**src/rtl/osd_io_master.sv**
```systemverilog
// OSD overlay I/O master: frames a command word plus cmd_len data words onto
// the io_osd/io_strobe/io_din bus, with a programmable strobe gap and a
// programmable frame-close interval.
module osd_io_master #(
  parameter int unsigned GAP_CYCLES   = 2,  // strobe-low cycles after each pulse, 1..15
  parameter int unsigned CLOSE_CYCLES = 2   // io_osd-low cycles closing a frame, 2..15
) (
  input  logic        clk_sys,
  input  logic        reset,
  input  logic        cmd_valid,
  output logic        cmd_ready,
  input  logic [7:0]  cmd_byte,
  input  logic [12:0] cmd_len,
  input  logic        dat_valid,
  output logic        dat_ready,
  input  logic [15:0] dat_word,
  output logic        io_osd,
  output logic        io_strobe,
  output logic [15:0] io_din,
  output logic        busy
);

  localparam logic [2:0] S_IDLE   = 3'd0;
  localparam logic [2:0] S_SETUP  = 3'd1;
  localparam logic [2:0] S_STROBE = 3'd2;
  localparam logic [2:0] S_GAP    = 3'd3;
  localparam logic [2:0] S_DWAIT  = 3'd4;
  localparam logic [2:0] S_CLOSE  = 3'd5;

  // Counters load N-1 on entry so the state lasts exactly N cycles.
  localparam logic [3:0] GAP_LOAD   = 4'(GAP_CYCLES - 1);
  localparam logic [3:0] CLOSE_LOAD = 4'(CLOSE_CYCLES - 1);

  logic [2:0]  state_q,     state_d;
  logic [12:0] remaining_q, remaining_d;
  logic [3:0]  cnt_q,       cnt_d;
  logic [15:0] io_din_q,    io_din_d;
  logic        io_osd_q,    io_osd_d;
  logic        io_strobe_q, io_strobe_d;
  logic        cmd_fire;
  logic        dat_fire;

  // Handshakes are gated by reset so nothing is consumed while reset is high.
  always_comb begin
    cmd_ready = (state_q == S_IDLE)  && !reset;
    dat_ready = (state_q == S_DWAIT) && !reset;
    busy      = (state_q != S_IDLE);
    cmd_fire  = cmd_valid && cmd_ready;
    dat_fire  = dat_valid && dat_ready;
  end

  // Next-state, counter and bus-word computation.
  always_comb begin
    // NOTE: every variable gets a default first so no path leaves it unassigned (no latches).
    state_d     = state_q;
    remaining_d = remaining_q;
    cnt_d       = cnt_q;
    io_din_d    = io_din_q;
    unique case (state_q)
      S_IDLE: begin
        if (cmd_fire) begin
          remaining_d = cmd_len;
          io_din_d    = {8'h00, cmd_byte};
          state_d     = S_SETUP;
        end
      end
      S_SETUP:  state_d = S_STROBE;
      S_STROBE: begin
        cnt_d   = GAP_LOAD;
        state_d = S_GAP;
      end
      S_GAP: begin
        if (cnt_q != 4'd0) begin
          cnt_d = cnt_q - 4'd1;
        end else if (remaining_q != 13'd0) begin
          state_d = S_DWAIT;
        end else begin
          cnt_d    = CLOSE_LOAD;
          io_din_d = 16'h0000;
          state_d  = S_CLOSE;
        end
      end
      S_DWAIT: begin
        // remaining is non-zero here, so the decrement cannot underflow.
        if (dat_fire) begin
          io_din_d    = dat_word;
          remaining_d = remaining_q - 13'd1;
          state_d     = S_SETUP;
        end
      end
      S_CLOSE: begin
        if (cnt_q != 4'd0) cnt_d = cnt_q - 4'd1;
        else               state_d = S_IDLE;
      end
      default: state_d = S_IDLE;
    endcase

    // Pins are registered from the next state so they are glitch-free yet
    // line up exactly with the state they describe.
    io_osd_d    = (state_d == S_SETUP) || (state_d == S_STROBE) ||
                  (state_d == S_GAP)   || (state_d == S_DWAIT);
    io_strobe_d = (state_d == S_STROBE);
  end

  // State and output registers; reset aborts any frame with no CLOSE phase.
  always_ff @(posedge clk_sys) begin
    // NOTE: sequential state uses non-blocking assignments so every flop samples pre-edge values.
    if (reset) begin
      state_q     <= S_IDLE;
      remaining_q <= 13'd0;
      cnt_q       <= 4'd0;
      io_din_q    <= 16'h0000;
      io_osd_q    <= 1'b0;
      io_strobe_q <= 1'b0;
    end else begin
      state_q     <= state_d;
      remaining_q <= remaining_d;
      cnt_q       <= cnt_d;
      io_din_q    <= io_din_d;
      io_osd_q    <= io_osd_d;
      io_strobe_q <= io_strobe_d;
    end
  end

  assign io_osd    = io_osd_q;
  assign io_strobe = io_strobe_q;
  assign io_din    = io_din_q;

endmodule
```
**config.mk**
```make
export PLATFORM = sky130hd
export DESIGN_NAME = osd_io_master
export DESIGN_NICKNAME = d
export VERILOG_FILES = /design/src/rtl/osd_io_master.sv
export SDC_FILE = /design/constraint.sdc
export NUM_CORES = 1
export LEC_CHECK = 0
export CAP_MARGIN = 10
export CELL_PAD_IN_SITES_DETAIL_PLACEMENT = 1
export CELL_PAD_IN_SITES_GLOBAL_PLACEMENT = 1
export CORE_UTILIZATION = 25
export CTS_CLUSTER_SIZE = 25
export DETAILED_ROUTE_END_ITERATION = 10
export PLACE_DENSITY_LB_ADDON = 0.1
export RECOVER_POWER = 50
export SLEW_MARGIN = 10
export SYNTH_ARGS = -nofsm -noshare
export SYNTH_HDL_FRONTEND = slang
export SYNTH_SLANG_ARGS = --single-unit
```
**constraint.sdc**
```tcl
create_clock -name clk_sys -period 4.2 [get_ports clk_sys]
set_input_delay 0.63 -clock clk_sys [delete_from_list [all_inputs] [get_ports clk_sys]]
set_output_delay 0.63 -clock clk_sys [all_outputs]
set_load 0.05 [all_outputs]
```
==> impl_metrics.yaml <==
global_routing:
  grt_max_degree: 42
  grt_first_pass_wirelength_um: 10600
  antenna_found_initial: 0
  grt_usage: 0.152
  grtUsageMet2: 0.243
  grt_use_met3: 0.0319
  grt-ovfl-total: 0
  grt_pass1_vias: 2108
  grtUsageMet1: 0.200
  grt.busiest_layer: "met2"
cts:
  cts_tree: "built"
  cts_sinks: 38
  htreeDepth: 2
  cts_buffers: 5
  clockRootBuffer: "clkbuf_8"
  cts_setup_buffers: 0
  clk_latency_ns: 0.30
  max-clock-path-buffers: 2
  cts.reportedPaths.clkPinSlew_ns: 0.08
  cts.repair.resized: 0
  cts_hold_buf: 0
worst_setup_path:
  worst_ep_arrival_time_ns: 2.57
  critical_path_buf_inv_count: 1
  crit_slowest_cell: "clkdlybuf4s50_1"
  path_cells: "or3b_2 -> nor2_1 -> clkdlybuf4s50_1"
  max_stage_delay_ns: 0.87
  path_max_fanout: 22
  cp-end-kind: "output pin"
  worst_setup_path_start_kind: "flip-flop"
  criticalPathCategory: "flip-flop to output pin"
  crit_family: "buffers and inverters"
  required_ns: 3.57
pwr:
  cellPowerDensity_nw_per_um2: 386
  ir_drop_uv: 130
  p_leak_nw: 1.11
synth:
  synthSimpleGateAreaFrac: 0.306
  synth_edf_count: 0
  ys_seq_elements: 38
  muxShareOfSynthArea: 0.00519
  ys.flop_type: "dfxtp_1"
  syn-cell-area_sq_um: 2170
  avgSynthCellArea_sq_um: 8.03
  synth_cell_types: 52
  ys_seq_area_frac: 0.351
  async_flop_share: 0
  yosys_warnings: 0
  synth_adder_area_share: 0.0173
  syn_nets: 314
  synth_xor_xnor_area_share: 0
  synth_top_family_by_area: "simple AND/OR/NAND/NOR gates"
  syn_inst: 270
  synth_compound_area_frac: 0.257
run_status:
  status: "finished with violations"
  violations: "capacitance limit"
detailed_routing:
  detailroute.via_count: 2136
  wirelength_um: 6520
  ant_nets: 0
  drtIter0Drc: 72
  drt-vias-per-instance: 5.01
  wl_per_cell_um: 15.3
  drc: 0
  firstDrtPassIters: 4
final_layout:
  drive_gt1_frac: 0.0717
  num_antenna_cells: 0
  instances_no_fill: 426
  final_cell_mix: "clkdlybuf4s50_1 (44), dfxtp_1 (38), nand2_1 (31), nor2_1 (30), o21ai_0 (26)"
  area_growth_pct: 36.0
  final_common_cell: "clkdlybuf4s50_1"
  num-nets-final: 364
sta:
  drv_slew: 0
  clock_skew_ns: 0.00616
  tightestPinTransition_ns: 1.48
  setup_violations: 0
  relSlewSlack: 0.0122
  fmax_ghz: 0.313
  tns_ns: 0
  post-route-period-util: 0.762
  period_needed_ns: 3.20
  hold_viol: 0
  rsz0062_at_grt: "no"
die:
  io_pins: 62
  num_rows: 33
  core-area_sq_um: 8300
  die_h_um: 95.1
  chipWidth_um: 95.1
  initial_utilization: 0.261
  dieArea_sq_um: 9050
job:
  maxCapViolCount: 1
place:
  dpl.hpwl_um: 4450
  portBuffers: 61
  dp.cells: 418
  globalplace.congestion: 0.747
hold_path:
  hp-class: "flip-flop to flip-flop"
## logic make-up (layout without fill, tap and decap cells)
family,count (synthesis),in the layout
flip-flops,38,38
AO/OA/AOI/OAI,82,82
adder cells (fa/ha/maj),3,3
AND/OR/NAND/NOR,119,119
multiplexers,1,1
buffers and inverters,27,78
## worst min-delay path: stages (launching register included)
cell	delay, ns
dfxtp_1	0.31
nand2_1	0.05
a21oi_1	0.06
## cell type report
type / count / area, sq um
tap: 105 / 131
multi-input combinational: 205 / 1270
clock buffer: 6 / 82.6
fill: 982 / 5350
sequential: 38 / 761
clock inverter: 2 / 60.1
inverter: 7 / 26.3
timing repair buffer: 63 / 622
## layer usage
metal,up-vias,share of wire
li1,1073,-
met1,1006,0.50
met2,48,0.43
met3,9,0.050
met4,0,0.018
met5,-,0
## synthesized netlist by cell type, types with 4 or more instances
cell type	instances	area (sq um)
nand3b_1	9	67.6
a21oi_1	17	85.1
o41ai_1	6	52.6
o21ai_0	26	130
clkbuf_1	14	52.6
nand2b_1	5	31.3
inv_1	7	26.3
a211oi_1	4	30.0
a22o_1	8	70.1
nor3_1	10	50.1
nor2_1	30	113
nand2_1	31	116
nor2b_1	8	50.1
dfxtp_1	38	761
## metrics by stage
stage / setup slack, ns / hold WS [ns] / cell area (sq um) / power [W] / util
2_1_floorplan: 1.51 / 0.462 / 2170 / 0.000646 / -
3_3_place_gp: 1.34 / 0.446 / 2820 / 0.000752 / 0.339
3_5_place_dp: 1.31 / 0.457 / 2820 / 0.000754 / 0.339
4_1_cts: 1.00 / 0.469 / 2960 / 0.00116 / 0.356
5_1_grt: 0.903 / 0.484 / 2950 / 0.00120 / 0.355
6_report: 1.00 / 0.462 / 2950 / 0.00114 / 0.355
## final timing paths
path / from / to / slack (ns) / depth (start not counted)
setup / recovery: state_q[1]$_SDFF_PP0_ / dat_ready / 1.00 / 3
hold / removal: io_din[1]$_SDFFE_PP0P_ / io_din[1]$_SDFFE_PP0P_ / 0.46 / 2
setup reg to reg: state_q[1]$_SDFF_PP0_ / io_osd$_SDFF_PP0_ / 1.20 / 6
hold reg to reg: io_din[1]$_SDFFE_PP0P_ / io_din[1]$_SDFFE_PP0P_ / 0.46 / 2
## registers in the layout (all words and copies together), names as in the netlist
name / flops
io_din: 16
remaining_q: 13
cnt_q: 4
state_q: 3
io_osd: 1
io_strobe: 1
## report_power, final
| group | internal [W] | total, W | switching (W) |
|---|---|---|---|
| clock network | 0.000254 | 0.000398 | 0.000145 |
| logic | 0.000130 | 0.000311 | 0.000182 |
| registers | 0.000387 | 0.000428 | 0.0000403 |
| total | 0.000770 | 0.00114 | 0.000367 |
(Power assumes the default switching activity.)
